[config.mk]
export PLATFORM = sky130hd
export DESIGN_NAME = uart_rx_fifo_gpio
export DESIGN_NICKNAME = d
export VERILOG_FILES = /design/src/rtl/uart_rx_fifo_gpio.sv
export SDC_FILE = /design/constraint.sdc
export NUM_CORES = 1
export LEC_CHECK = 0
export BUFFER_PORTS_ARGS = -buffer_cell sky130_fd_sc_hd__buf_2
export CORE_MARGIN = 4
export CORE_UTILIZATION = 30
export CTS_BUF_LIST = sky130_fd_sc_hd__clkbuf_8
export DETAILED_ROUTE_END_ITERATION = 7
export GPL_TIMING_DRIVEN = 1
export RECOVER_POWER = 100
export SLEW_MARGIN = 0
export SYNTH_ARGS = -nofsm -noshare
export SYNTH_HDL_FRONTEND = slang
export SYNTH_SLANG_ARGS = --single-unit
[constraint.sdc]
create_clock -name clk -period 6.45 [get_ports clk]
set_input_delay 1.29 -clock clk [delete_from_list [all_inputs] [get_ports clk]]
set_output_delay 1.29 -clock clk [all_outputs]
set_load 0.05 [all_outputs]
[src/rtl/uart_rx_fifo_gpio.sv]
// UART receive peripheral: synchronised serial input, oversampling receiver FSM,
// receive FIFO, sticky error flags and a level interrupt on a 32-bit MCU bus.
module uart_rx_fifo_gpio #(
   parameter int DATA_BITS   = 8,
   parameter int FIFO_DEPTH  = 16,
   parameter int DEFAULT_DIV = 434
) (
   input  logic        clk,
   input  logic        rst_n,
   input  logic [31:0] addr,
   input  logic [31:0] data_in,
   input  logic        rd_strobe,
   input  logic [3:0]  wr_strobe,
   output logic [31:0] data_out,
   input  logic        uart_rx,
   output logic        irq
);

   localparam int AW = $clog2(FIFO_DEPTH);
   localparam int CW = AW + 1;

   typedef enum logic [2:0] {
      S_IDLE,
      S_START,
      S_DATA,
      S_PARITY,
      S_STOP
   } state_t;

   function automatic logic [7:0] sat_count(input logic [CW-1:0] c);
      if (int'(c) > 255) return 8'hFF;
      else               return 8'(c);
   endfunction

   // synchroniser
   logic rx_s1_q, rx_s2_q;

   // control register
   logic        rx_en_q,   rx_en_d;
   logic        par_en_q,  par_en_d;
   logic        par_odd_q, par_odd_d;
   logic        irq_en_q,  irq_en_d;
   logic [15:0] div_q,     div_d;

   // receiver
   state_t                 state_q, state_d;
   logic [15:0]            cnt_q,   cnt_d;
   logic [3:0]             bit_q,   bit_d;
   logic [DATA_BITS-1:0]   shreg_q, shreg_d;
   logic                   par_bad_q, par_bad_d;
   logic                   push, frame_err;

   // fifo and status
   logic [DATA_BITS-1:0]   mem_q [FIFO_DEPTH];
   logic [AW-1:0]          wr_ptr_q, wr_ptr_d;
   logic [AW-1:0]          rd_ptr_q, rd_ptr_d;
   logic [CW-1:0]          count_q,  count_d;
   logic                   ovr_q, ovr_d;
   logic                   fe_q,  fe_d;
   logic                   pe_q,  pe_d;
   logic [31:0]            data_out_q, data_out_d;
   logic                   irq_q, irq_d;

   logic        sel_data, sel_ctrl, sel_stat;
   logic        wr_any, ctrl_wr, stat_wr, flush;
   logic        full, empty, pop, push_ok, ovr_set;
   logic [15:0] div_eff;
   logic        tick;
   logic [31:0] ctrl_word, stat_word;
   logic        unused_bits;

   assign unused_bits = ^{addr[27:0], data_in[15:5]};

   assign sel_data = (addr[31:28] == 4'h5);
   assign sel_ctrl = (addr[31:28] == 4'h6);
   assign sel_stat = (addr[31:28] == 4'h7);
   assign wr_any   = |wr_strobe;
   assign ctrl_wr  = wr_any & sel_ctrl;
   assign stat_wr  = wr_any & sel_stat;
   assign flush    = ctrl_wr & data_in[4];

   assign div_eff  = (div_q < 16'd4) ? 16'd4 : div_q;
   assign tick     = (cnt_q <= 16'd1);

   always_ff @(posedge clk) begin
      if (!rst_n) begin
         rx_s1_q <= 1'b1;
         rx_s2_q <= 1'b1;
      end else begin
         rx_s1_q <= uart_rx;
         rx_s2_q <= rx_s1_q;
      end
   end

   always_comb begin
      rx_en_d   = rx_en_q;
      par_en_d  = par_en_q;
      par_odd_d = par_odd_q;
      irq_en_d  = irq_en_q;
      div_d     = div_q;
      if (ctrl_wr) begin
         rx_en_d   = data_in[0];
         par_en_d  = data_in[1];
         par_odd_d = data_in[2];
         irq_en_d  = data_in[3];
         div_d     = data_in[31:16];
      end
   end

   always_ff @(posedge clk) begin
      if (!rst_n) begin
         rx_en_q   <= 1'b1;
         par_en_q  <= 1'b0;
         par_odd_q <= 1'b0;
         irq_en_q  <= 1'b0;
         div_q     <= 16'(DEFAULT_DIV);
      end else begin
         rx_en_q   <= rx_en_d;
         par_en_q  <= par_en_d;
         par_odd_q <= par_odd_d;
         irq_en_q  <= irq_en_d;
         div_q     <= div_d;
      end
   end

   // Counter loads with N and samples on the cycle it reads 1, i.e. N clocks later.
   always_comb begin
      state_d   = state_q;
      cnt_d     = cnt_q;
      bit_d     = bit_q;
      shreg_d   = shreg_q;
      par_bad_d = par_bad_q;
      push      = 1'b0;
      frame_err = 1'b0;
      if (!rx_en_q) begin
         state_d = S_IDLE;
      end else begin
         case (state_q)
            S_IDLE: begin
               if (!rx_s2_q) begin
                  state_d   = S_START;
                  cnt_d     = div_eff >> 1;
                  par_bad_d = 1'b0;
               end
            end
            S_START: begin
               if (tick) begin
                  if (!rx_s2_q) begin
                     state_d = S_DATA;
                     cnt_d   = div_eff;
                     bit_d   = 4'd0;
                  end else begin
                     state_d = S_IDLE;
                  end
               end else begin
                  cnt_d = cnt_q - 16'd1;
               end
            end
            S_DATA: begin
               if (tick) begin
                  shreg_d = {rx_s2_q, shreg_q[DATA_BITS-1:1]};
                  cnt_d   = div_eff;
                  bit_d   = bit_q + 4'd1;
                  if (bit_q == 4'(DATA_BITS - 1))
                     state_d = par_en_q ? S_PARITY : S_STOP;
               end else begin
                  cnt_d = cnt_q - 16'd1;
               end
            end
            S_PARITY: begin
               if (tick) begin
                  par_bad_d = ((^shreg_q) ^ rx_s2_q) != par_odd_q;
                  cnt_d     = div_eff;
                  state_d   = S_STOP;
               end else begin
                  cnt_d = cnt_q - 16'd1;
               end
            end
            S_STOP: begin
               if (tick) begin
                  state_d = S_IDLE;
                  if (rx_s2_q) push = 1'b1;
                  else         frame_err = 1'b1;
               end else begin
                  cnt_d = cnt_q - 16'd1;
               end
            end
            default: state_d = S_IDLE;
         endcase
      end
   end

   always_ff @(posedge clk) begin
      if (!rst_n) begin
         state_q   <= S_IDLE;
         cnt_q     <= 16'd0;
         bit_q     <= 4'd0;
         shreg_q   <= '0;
         par_bad_q <= 1'b0;
      end else begin
         state_q   <= state_d;
         cnt_q     <= cnt_d;
         bit_q     <= bit_d;
         shreg_q   <= shreg_d;
         par_bad_q <= par_bad_d;
      end
   end

   // A pop in the same cycle frees the slot, so a full FIFO still accepts the push.
   assign full    = (count_q == CW'(FIFO_DEPTH));
   assign empty   = (count_q == '0);
   assign pop     = rd_strobe & sel_data & ~empty;
   assign push_ok = push & ~flush & (~full | pop);
   assign ovr_set = push & ~flush & full & ~pop;

   always_comb begin
      wr_ptr_d = wr_ptr_q;
      rd_ptr_d = rd_ptr_q;
      count_d  = count_q;
      if (flush) begin
         wr_ptr_d = '0;
         rd_ptr_d = '0;
         count_d  = '0;
      end else begin
         if (push_ok) wr_ptr_d = wr_ptr_q + AW'(1);
         if (pop)     rd_ptr_d = rd_ptr_q + AW'(1);
         if (push_ok && !pop)      count_d = count_q + CW'(1);
         else if (pop && !push_ok) count_d = count_q - CW'(1);
      end
   end

   always_ff @(posedge clk) begin
      if (push_ok) mem_q[wr_ptr_q] <= shreg_q;
   end

   always_comb begin
      ovr_d = (ovr_q & ~(stat_wr & data_in[2])) | ovr_set;
      fe_d  = (fe_q  & ~(stat_wr & data_in[3])) | frame_err;
      pe_d  = (pe_q  & ~(stat_wr & data_in[4])) | (push & par_bad_q);
   end

   assign ctrl_word = {div_q, 11'h0, 1'b0, irq_en_q, par_odd_q, par_en_q, rx_en_q};
   assign stat_word = {16'h0, sat_count(count_q), 3'b0, pe_q, fe_q, ovr_q, full, ~empty};

   always_comb begin
      data_out_d = data_out_q;
      if (rd_strobe) begin
         if (sel_data)
            data_out_d = empty ? 32'h0 : {1'b1, 23'h0, 8'(mem_q[rd_ptr_q])};
         else if (sel_ctrl)
            data_out_d = ctrl_word;
         else if (sel_stat)
            data_out_d = stat_word;
      end
      irq_d = irq_en_q & (~empty | ovr_q | fe_q | pe_q);
   end

   always_ff @(posedge clk) begin
      if (!rst_n) begin
         wr_ptr_q   <= '0;
         rd_ptr_q   <= '0;
         count_q    <= '0;
         ovr_q      <= 1'b0;
         fe_q       <= 1'b0;
         pe_q       <= 1'b0;
         data_out_q <= 32'h0;
         irq_q      <= 1'b0;
      end else begin
         wr_ptr_q   <= wr_ptr_d;
         rd_ptr_q   <= rd_ptr_d;
         count_q    <= count_d;
         ovr_q      <= ovr_d;
         fe_q       <= fe_d;
         pe_q       <= pe_d;
         data_out_q <= data_out_d;
         irq_q      <= irq_d;
      end
   end

   assign data_out = data_out_q;
   assign irq      = irq_q;

endmodule

==> results of run 1 <==
==> routing by layer <==
layer  track usage [%]  vias to the layer above  wire (um)
li1                  -                     3326          -
met1              18.9                     3488      11100
met4              3.92                        0        594
met3              2.76                       46       1540
met2              22.4                      214      12000
met5                 0                        -          0
==> critical path, cell delays in order <==
cell and delay [ps]:
clkbuf_1 140, nor4bb_1 320, clkbuf_1 980, and2_0 260, a21oi_1 90, nand3_1 130
inv_1 150, ha_1 260, inv_1 130, ha_1 260, nor2b_1 140, o21a_1 170
or3_1 300, a21oi_1 190, xnor2_1 130, nor2_1 50
==> final timing paths <==
check / startpoint / end / cells past startpoint
worst max-delay path: addr[28] / count_q[4] / 16
worst min-delay path: rx_s1_q / rx_s2_q / 1
worst max register to register: cnt_q[4] / count_q[4] / 14
worst min register to register: rx_s1_q / rx_s2_q / 1
==> state kept, by name, indices dropped and copies added (netlist names), 4 cells and up, named ones only <==
name,flops
mem_q,128
data_out,29
cnt_q,16
div_q,16
shreg_q,8
count_q,5
bit_q,4
rd_ptr_q,4
wr_ptr_q,4
==> synthesized netlist by cell type, types with 3 or more instances <==
library cell,count
nor4_1,5
inv_1,25
xnor2_1,14
o21a_1,4
a211oi_1,3
buf_2,4
and2_1,3
nand4_1,7
or4_1,5
mux2i_1,21
o21ai_1,4
mux4_2,39
or3_1,6
nand2b_1,9
xor2_1,6
nor3_1,20
ha_1,13
a22oi_1,9
nand3_1,36
nor2_1,65
a21oi_1,65
o21ai_0,19
clkbuf_1,37
o22ai_1,12
a31oi_1,9
buf_1,5
nand2_1,105
dfxtp_1,104
o211ai_1,9
buf_4,4
edfxtp_1,128
==> stage by stage <==
stage / std cells / utilization [%] / worst slack [ps] / hold slack (ps)
after floorplan: 857 / - / 2270 / 386
after global placement: 1332 / 32.7 / 1910 / 399
after detailed placement: 1332 / 32.7 / 1890 / 396
after CTS: 1402 / 35.0 / 2470 / 435
after global routing: 1402 / 34.7 / 1590 / 468
final: 1402 / 34.7 / 1870 / 430
==> area by class of cell <==
cell class                 count  area share, %
inverter                      27          0.874
clock inverter                30           1.88
timing repair buffer          78           3.14
tap                          448           4.83
multi-input combinational    547           33.4
sequential                   232           51.1
clock buffer                  40           4.75
==> logic make-up (layout without fill, tap and decap cells) <==
kind of cell,after synthesis,in the layout
buffers and inverters,78,175
and+or+nand+nor,283,283
other,1,3
xor gates and xnor gates,20,20
adders and majority gates,14,14
AOI/OAI and AO/OA,165,165
muxes,62,62
DFF,232,232
==> power by group through the flow <==
stage	clock, mW	combinational (mW)	sequential [mW]
floorplan	0	0.716	1.64
global placement	0	0.919	1.65
detailed placement	0	0.920	1.66
CTS	1.34	0.925	1.62
global route	1.41	1.01	1.63
finish	1.30	0.930	1.63
==> metrics.md, run 1 <==
| Metric | Value |
|---|---|
| Via-to-Cell Ratio | `5.05` |
| Sequential Power Share | `42.2%` |
| Final setup violating endpoints | `0` |
| Cell area after synthesis | `between 10000 and 15000 um^2` |
| Port bufs | `62` |
| Arr. time, crit path | `about 5000 ps` |
| # rows | `67` |
| Number of setup buffers added after CTS | `0` |
| RSZ-0062 raised after global routing | `no` |
| DP HPWL | `roughly 17000 um` |
| Vias in the first global route | `6978` |
| H-Tree Depth | `2` |
| Status | `finished with violations` |
| Post-synthesis simple-gate area fraction | `between 10% and 20%` |
| Fraction of registers with async set/reset | `0%` |
| Global Route Usage Sum | `13.8%` |
| Multi-input combinational cell area | `3880 um^2` |
| Net Switching | `~1.2 mW` |
| Hold Vio Cnt, Final | `0` |
| GR Overflow Total | `0` |
| DP Area | `between 10000 and 15000 um^2` |
| Comb pwr share | `24.1%` |
| Clock Latency Late Sink | `~550 ps` |
| Routed vias | `about 7100` |
| Clock tree root buffer cell | `clkbuf_8` |
| HP Class | `register to register` |
| Seq. cell area | `5930 um^2` |
| Synth cell types | `76` |
| Largest net degree at the start of global routing | `60` |
| Clock slew at reported path FFs | `around 60 ps` |
| PwrDens | `between 300 and 400 nW/um^2` |
| Clk pwr share | `around 34%` |
| Most common cell after layout, fill and taps aside | `edfxtp_1` |
| Relative slew slack | `-93.6%` |
| Total negative slack | `0 ps` |
| Worst-path maximum fanout | `24` |
| Fraction of layout instances using a drive strength above 1 | `~15%` |
| Largest family of logic cells by synthesized area | `simple AND/OR/NAND/NOR gates` |
| First-pass GRT wire length | `roughly 40000 um` |
| Failing checks | `max-capacitance violations, max-slew violations` |
| Die extent in x | `about 190 um` |
| Die area | `36800 um^2` |
| Crit path kind | `input pin to register` |
| Max Buffers Root-to-Sink | `3` |
| Adder-cell share of the synthesized area | `1.80%` |
| DRT iter0 DRCs | `around 520` |
| Maximum vdd drop | `approximately 0.00016 V` |
| Final Critical Period | `4580 ps` |
| Sw frac | `between 30% and 40%` |
| Area leader, netlist | `edfxtp_1` |
| WP data required | `around 6900 ps` |
| Final ANT Viol Nets | `0` |
| Reg2Reg Setup Slack | `2720 ps` |
| Startpoint types | `input pin` |
| # fillers | `3288` |
| Synth top area cells | `edfxtp_1, dfxtp_1, mux4_2` |
| Wire per inst | `around 18 um` |
| Yosys top cell area share | `between 30 and 40%` |
| Final #Nets | `between 1000 and 1500` |
| Synth Flop Type | `edfxtp_1` |
| Placeable Area | `roughly 33000 um^2` |
| Most frequent cells in the layout | `edfxtp_1, nand2_1, dfxtp_1, a21oi_1, nor2_1` |
| Die Span Y | `around 190 um` |
| Tot Pwr | `roughly 3.9 mW` |
| Initial antenna violation count | `0` |
| Compound-Gate Fraction of Synth Area | `between 10 and 15%` |
| Worst-Margin Slew | `~2900 ps` |
| Finished Cell Area | `11600 um^2` |
| EDFF count, synth | `about 130` |
| Post-cts gate resize count | `0` |
| Max Slew Vio Count | `93` |
| DR DRC count | `0` |
| P_leak | `3.98 nW` |
| Seq/Total Area, Yosys | `58.5%` |
| CTS tree | `built` |
| Yosys Warn Count | `0` |
| Clock Skew | `46.1 ps` |
| Avg Synthesized Cell Area | `around 12 um^2` |
| P_int | `between 2 and 3 mW` |
| Diode count | `0` |
| Crit end category | `register` |
| Drt pass-1 iters | `6` |
| Drt total wl | `between 20000 and 30000 um` |
| Area Growth Syn to Fin | `14.5%` |
| CTS Hold Bufs | `0` |
| Maximum clock rate | `218 MHz` |
| Clock sink count | `about 230` |
| Portion of netlist area occupied by mux cells | `11.0%` |
| Fin crit share | `between 70% and 80%` |
| Initial Utilization | `30.3%` |
| Ports | `105` |
| Gp weighted congestion | `between 0.8 and 0.9` |
| Number of max-cap violations | `2` |
| Mapped Cells | `855` |
| XOR/XNOR Fraction of Synth Area | `under 10%` |
| Synthesis-stage register bit count | `between 200 and 250` |
| TritonCTS Buffers | `39` |
Note: power is estimated with default switching activity, not from simulation.
==> inputs of run 2 (changes only) <==
==> constraint.sdc (replaced) <==
create_clock -name clk -period 4.7 [get_ports clk]
set_input_delay 0.94 -clock clk [delete_from_list [all_inputs] [get_ports clk]]
set_output_delay 0.94 -clock clk [all_outputs]
set_load 0.05 [all_outputs]
==> run 2 against run 1 <==
Effect of this change: the flow still finishes with violations (max-capacitance violations, max-slew violations); sequential power rose by 37%; non-clock buffer count rose by 8; global-route usage fell by 0.16 points; core utilization rose by 0.14 points; register-to-register slack got worse by 2000 ps; flip-flop and latch count did not move; via count fell by 0.52%; die area did not move; design area rose by 0.40%; worst setup slack got worse by 1200 ps.
==> metrics.md, run 2 (synthesis gave the netlist of run 1 again) <==
| Metric | Value |
|---|---|
| Status | `finished with violations` |
| Failing checks | `max-capacitance violations, max-slew violations` |
| Post-cts gate resize count | `0` |
| RSZ-0062 raised after global routing | `no` |
| Worst hold start | `rx_s1_q` |
| H-Tree Depth | `2` |
| Max Slew Vio Count | `76` |
| Die area | `36800 um^2` |
| Final Critical Period | `4010 ps` |
| Clock tree root buffer cell | `clkbuf_8` |
| Number of max-cap violations | `2` |
| Die Span Y | `roughly 190 um` |
| # rows | `67` |
| R2r startpoint | `cnt_q[4]` |
| DR DRC count | `0` |
| Fin crit share | `85.3%` |
| Final ANT Viol Nets | `0` |
| TritonCTS Buffers | `40` |
| Final hold slack | `434 ps` |
| Critical-path top delay cell | `nor4_1` |
| Via-to-Cell Ratio | `around 5.0` |
| Initial Utilization | `between 30% and 40%` |
| Tot Pwr | `roughly 5.3 mW` |
| Clock slew at reported path FFs | `about 60 ps` |
| Diode count | `0` |
| Area Growth Syn to Fin | `14.9%` |
| Worst-Margin Slew | `1710 ps` |
| HP Class | `register to register` |
| Relative slew slack | `-13.7%` |
| Hold endpoint | `rx_s2_q` |
| Drt total wl | `25300 um` |
| Maximum clock rate | `about 250 MHz` |
| CTS Hold Bufs | `0` |
| Ports | `105` |
| P_leak | `3.98 nW` |
| Wire per inst | `approximately 18 um` |
| Post-Route M1 WL | `between 10000 and 15000 um` |
| Clock sink count | `roughly 230` |
| Port bufs | `62` |
| Met3 wire length | `approximately 1400 um` |
| Clock Skew | `38.2 ps` |
| Largest net degree at the start of global routing | `between 40 and 50` |
| Multi-input combinational cell area | `about 3800 um^2` |
| Final setup violating endpoints | `0` |
| DRT iter0 DRCs | `617` |
| Top layer in use | `met4` |
| Most flops, register | `mem_q` |
| Worst-path maximum fanout | `7` |
| Placeable Area | `approximately 33000 um^2` |
| Most common cell after layout, fill and taps aside | `edfxtp_1` |
| Vias in the first global route | `6990` |
| Clock Latency Late Sink | `between 500 and 600 ps` |
| Fraction of layout instances using a drive strength above 1 | `about 15%` |
| Die extent in x | `around 190 um` |
| Arr. time, crit path | `4420 ps` |
| First-pass GRT wire length | `about 40000 um` |
| CTS tree | `built` |
| Number of setup buffers added after CTS | `0` |
| # fillers | `around 3300` |
| Total negative slack | `0 ps` |
| Seq. cell area | `around 5900 um^2` |
| GR Overflow Total | `0` |
| RR Endpoint | `count_q[4]` |
| Worst path top cell family by delay | `simple AND/OR/NAND/NOR gates` |
| CP peak stage delay | `about 700 ps` |
| Gp weighted congestion | `slightly below 0.9` |
| Largest register FFs | `around 130` |
| Reg2Reg Setup Slack | `690 ps` |
| Most frequent cells in the layout | `edfxtp_1, nand2_1, dfxtp_1, a21oi_1, nor2_1` |
| WHS Path Cells | `1` |
| R2r worst-path depth | `14` |
| Crit end category | `register` |
| Final #Nets | `approximately 1000` |
| PwrDens | `roughly 460 nW/um^2` |
| Routed vias | `around 7000` |
| Max Buffers Root-to-Sink | `3` |
| Global Route Usage Sum | `around 14%` |
| DP HPWL | `17000 um` |
| Startpoint types | `register` |
| Maximum vdd drop | `0.000223 V` |
| Critical Path Source | `cnt_q[4]` |
| WP data required | `5110 ps` |
| CP Buf/Inv Count | `2` |
| Drt pass-1 iters | `6` |
| Initial antenna violation count | `0` |
| CP cell instances | `nor4_1 > nand2_2 > nor4_4 > nand3_1 > inv_1 > ha_1 > inv_1 > ha_1 > nor2b_1 > o21a_1 > or3_1 > a21oi_1 > xnor2_1 > nor2_1` |
| Met2 WL | `about 12000 um` |
| Hold Vio Cnt, Final | `0` |
| Crit path kind | `register to register` |
run 2: cell types whose count changed in the layout (fill, tap and decap cells not counted), moves of 2 or more:
cell / change
clkbuf_1: +5
clkbuf_8: +5
clkinv_1: +4
inv_1: -9
inv_12: +2
o21ai_0: -2
o21ai_1: +2
run 2: power breakdown:
| group | total [mW] | switching [mW] | internal [mW] |
|---|---|---|---|
| Sequential | 2.23 | 0.0624 | 2.16 |
| Combinational | 1.25 | 0.813 | 0.432 |
| Clock | 1.84 | 0.836 | 1.00 |
| Total | 5.31 | 1.71 | 3.60 |
run 2: metal layers:
metal  vias to the layer above  GRT usage (%)
met4                         0           4.42
met5                         -              0
li1                       3341              -
met1                      3471           18.4
met3                        40           2.87
met2                       185           22.1
run 2: worst max-delay path by stage:
| stage | slack [ps] | end | depth (start not counted) |
|---|---|---|---|
| CTS | 1020 | count_q[4] | 14 |
| floorplan | 870 | count_q[4] | 15 |
| detailed placement | 460 | count_q[4] | 15 |
| global placement | 500 | count_q[4] | 15 |
| finish | 690 | count_q[4] | 14 |
| global route | 370 | count_q[4] | 14 |
run 2: area by class of cell:
cell class	count	area share (%)
flip-flops and latches	232	50.9
multi-input cells	547	33.0
clock buffers	45	5.32
well taps	448	4.81
repair buffers	86	3.44
clock inverters	25	1.61
inverters	27	0.870
run 2: stage by stage:
| step | utilization [%] | cells | setup slack (ps) | instance area (um^2) |
|---|---|---|---|---|
| after floorplan | - | 857 | 870 | 10100 |
| after global placement | 32.8 | 1340 | 504 | 11000 |
| after detailed placement | 32.8 | 1340 | 459 | 11000 |
| after CTS | 35.3 | 1410 | 1020 | 11800 |
| after global routing | 34.8 | 1410 | 372 | 11600 |
| final | 34.8 | 1410 | 692 | 11600 |
==> inputs of run 3 (changes only) <==
--- a/config.mk
+++ b/config.mk
@@ -7,7 +7,7 @@
 export LEC_CHECK = 0
 export BUFFER_PORTS_ARGS = -buffer_cell sky130_fd_sc_hd__buf_2
 export CORE_MARGIN = 4
-export CORE_UTILIZATION = 30
+export CORE_UTILIZATION = 45
 export CTS_BUF_LIST = sky130_fd_sc_hd__clkbuf_8
 export DETAILED_ROUTE_END_ITERATION = 7
 export GPL_TIMING_DRIVEN = 1
==> run 3 against run 2 <==
Effect of this change: the run still ends with max-capacitance violations, max-slew violations left; clock-buffer cell count shrank 1; routed wire length down 4.3%; worst setup slack improved by 90 ps; worst hold slack got worse by 6.2 ps; clock skew decreased by 15 ps; clock power shrank 5%; first-iteration DRC count fell by 35%; design area fell by 2.1%; maximum frequency is 2.3% higher; critical path type unchanged.
==> metrics.md, run 3 (synthesis gave the netlist of run 1 again) <==
| Metric | Value |
|---|---|
| Clock sink count | `232` |
| Wire per inst | `19.4 um` |
| CTS Hold Bufs | `0` |
| Vias in the first global route | `7046` |
| R2r startpoint | `cnt_q[4]` |
| RR Endpoint | `count_q[4]` |
| Worst-Margin Slew | `roughly 1700 ps` |
| Number of setup buffers added after CTS | `0` |
| # rows | `between 50 and 60` |
| Die extent in x | `between 150 and 200 um` |
| Clock tree root buffer cell | `clkbuf_8` |
| H-Tree Depth | `2` |
| TritonCTS Buffers | `41` |
| Final ANT Viol Nets | `0` |
| Status | `finished with violations` |
| Total negative slack | `0 ps` |
| Largest net degree at the start of global routing | `between 40 and 50` |
| Relative slew slack | `-16.3%` |
| Worst hold start | `rx_s1_q` |
| Routed vias | `around 7000` |
| CTS tree | `built` |
| Crit end category | `register` |
| R2r worst-path depth | `15` |
| Maximum vdd drop | `roughly 0.00027 V` |
| Failing checks | `max-capacitance violations, max-slew violations` |
| Most flops, register | `mem_q` |
| Post-cts gate resize count | `0` |
| Initial antenna violation count | `1` |
| WP data required | `a little over 5000 ps` |
| Fraction of layout instances using a drive strength above 1 | `between 10% and 20%` |
| Clock Latency Late Sink | `550 ps` |
| Final hold slack | `approximately 430 ps` |
| Drt pass-1 iters | `6` |
| Clock slew at reported path FFs | `approximately 60 ps` |
| Number of max-cap violations | `2` |
| Critical Path Sink | `count_q[4]` |
| DR DRC count | `0` |
| Clock Skew | `around 23 ps` |
| Arr. time, crit path | `roughly 4300 ps` |
| # fillers | `1963` |
| Gp weighted congestion | `0.822` |
| Worst-path maximum fanout | `7` |
| Final setup violating endpoints | `0` |
| Hold Vio Cnt, Final | `0` |
| Global Route Usage Sum | `20.0%` |
| Final Critical Period | `between 3000 and 4000 ps` |
| Most common cell after layout, fill and taps aside | `edfxtp_1` |
| DRT iter0 DRCs | `about 400` |
| Die Span Y | `roughly 160 um` |
| Final #Nets | `just over 1000` |
| Crit path kind | `register to register` |
| Most frequent cells in the layout | `edfxtp_1, nand2_1, dfxtp_1, a21oi_1, nor2_1` |
| Die area | `between 20000 and 25000 um^2` |
| GR Overflow Total | `0` |
| Area Growth Syn to Fin | `12.5%` |
| Maximum clock rate | `roughly 260 MHz` |
| Max Buffers Root-to-Sink | `3` |
| RSZ-0062 raised after global routing | `no` |
| HP Class | `register to register` |
| Reg2Reg Setup Slack | `between 700 and 800 ps` |
| Fin crit share | `83.4%` |
| Placeable Area | `22000 um^2` |
| PwrDens | `457 nW/um^2` |
| Initial Utilization | `a little under half` |
| Ports | `about 110` |
| Critical Path Source | `cnt_q[4]` |
| Via-to-Cell Ratio | `5.65` |
| DP HPWL | `about 16000 um` |
| Drt total wl | `about 24000 um` |
| Tot Pwr | `around 5.2 mW` |
| P_leak | `between 4 and 5 nW` |
| Largest register FFs | `around 130` |
| Startpoint types | `register` |
| Max Slew Vio Count | `between 70 and 80` |
| First-pass GRT wire length | `39100 um` |
| Port bufs | `62` |
run 3: routing by layer:
metal / up-vias / GRT usage (%) / share of wire (%)
li1: 3345 / - / -
met1: 3486 / 27.2 / 44
met2: 176 / 32.7 / 49
met3: 36 / 3.66 / 4.7
met4: 0 / 6.34 / 1.8
met5: - / 0 / 0
run 3: metrics by stage:
step / utilization, % / setup WS, ps / cell area [um^2] / std cells
floorplan: - / 870 / 10100 / 857
global placement: 49.0 / 623 / 10800 / 1169
detailed placement: 49.0 / 603 / 10800 / 1169
CTS: 52.5 / 1030 / 11500 / 1245
global route: 51.9 / 516 / 11400 / 1246
finish: 51.9 / 782 / 11400 / 1246
run 3: final cells by class:
class / instances / area, um^2 / area share, %
inverter: 27 / 101 / 0.889
clock buffer: 44 / 606 / 5.31
antenna: 1 / 2.50 / 0.0220
multi-input combinational: 547 / 3850 / 33.8
clock inverter: 32 / 173 / 1.52
timing repair buffer: 83 / 388 / 3.40
tap: 280 / 350 / 3.07
sequential: 232 / 5930 / 52.0
run 3: worst max-delay path: stages (launching register included):
cell and delay, ps:
dfxtp_1 380, nor4_2 580, nand2_2 210, nor4_4 280, clkbuf_1 300, nand3_1 160
inv_1 240, ha_1 260, inv_1 110, ha_1 310, nor2b_1 140, o21a_1 170
or3_1 300, a21oi_1 170, xnor2_1 130, nor2_1 50
run 3: worst min path at each step:
stage / depth (start not counted) / end / slack, ps
floorplan: 1 / rx_s2_q / 390
global placement: 1 / rx_s2_q / 410
detailed placement: 1 / rx_s2_q / 410
CTS: 1 / rx_s2_q / 430
global route: 1 / rx_s2_q / 440
finish: 1 / rx_s2_q / 430
run 3: power by group:
| group | switching [mW] | internal (mW) | total [mW] |
|---|---|---|---|
| registers | 0.0666 | 2.17 | 2.23 |
| clock network | 0.819 | 0.928 | 1.75 |
| logic | 0.810 | 0.423 | 1.23 |
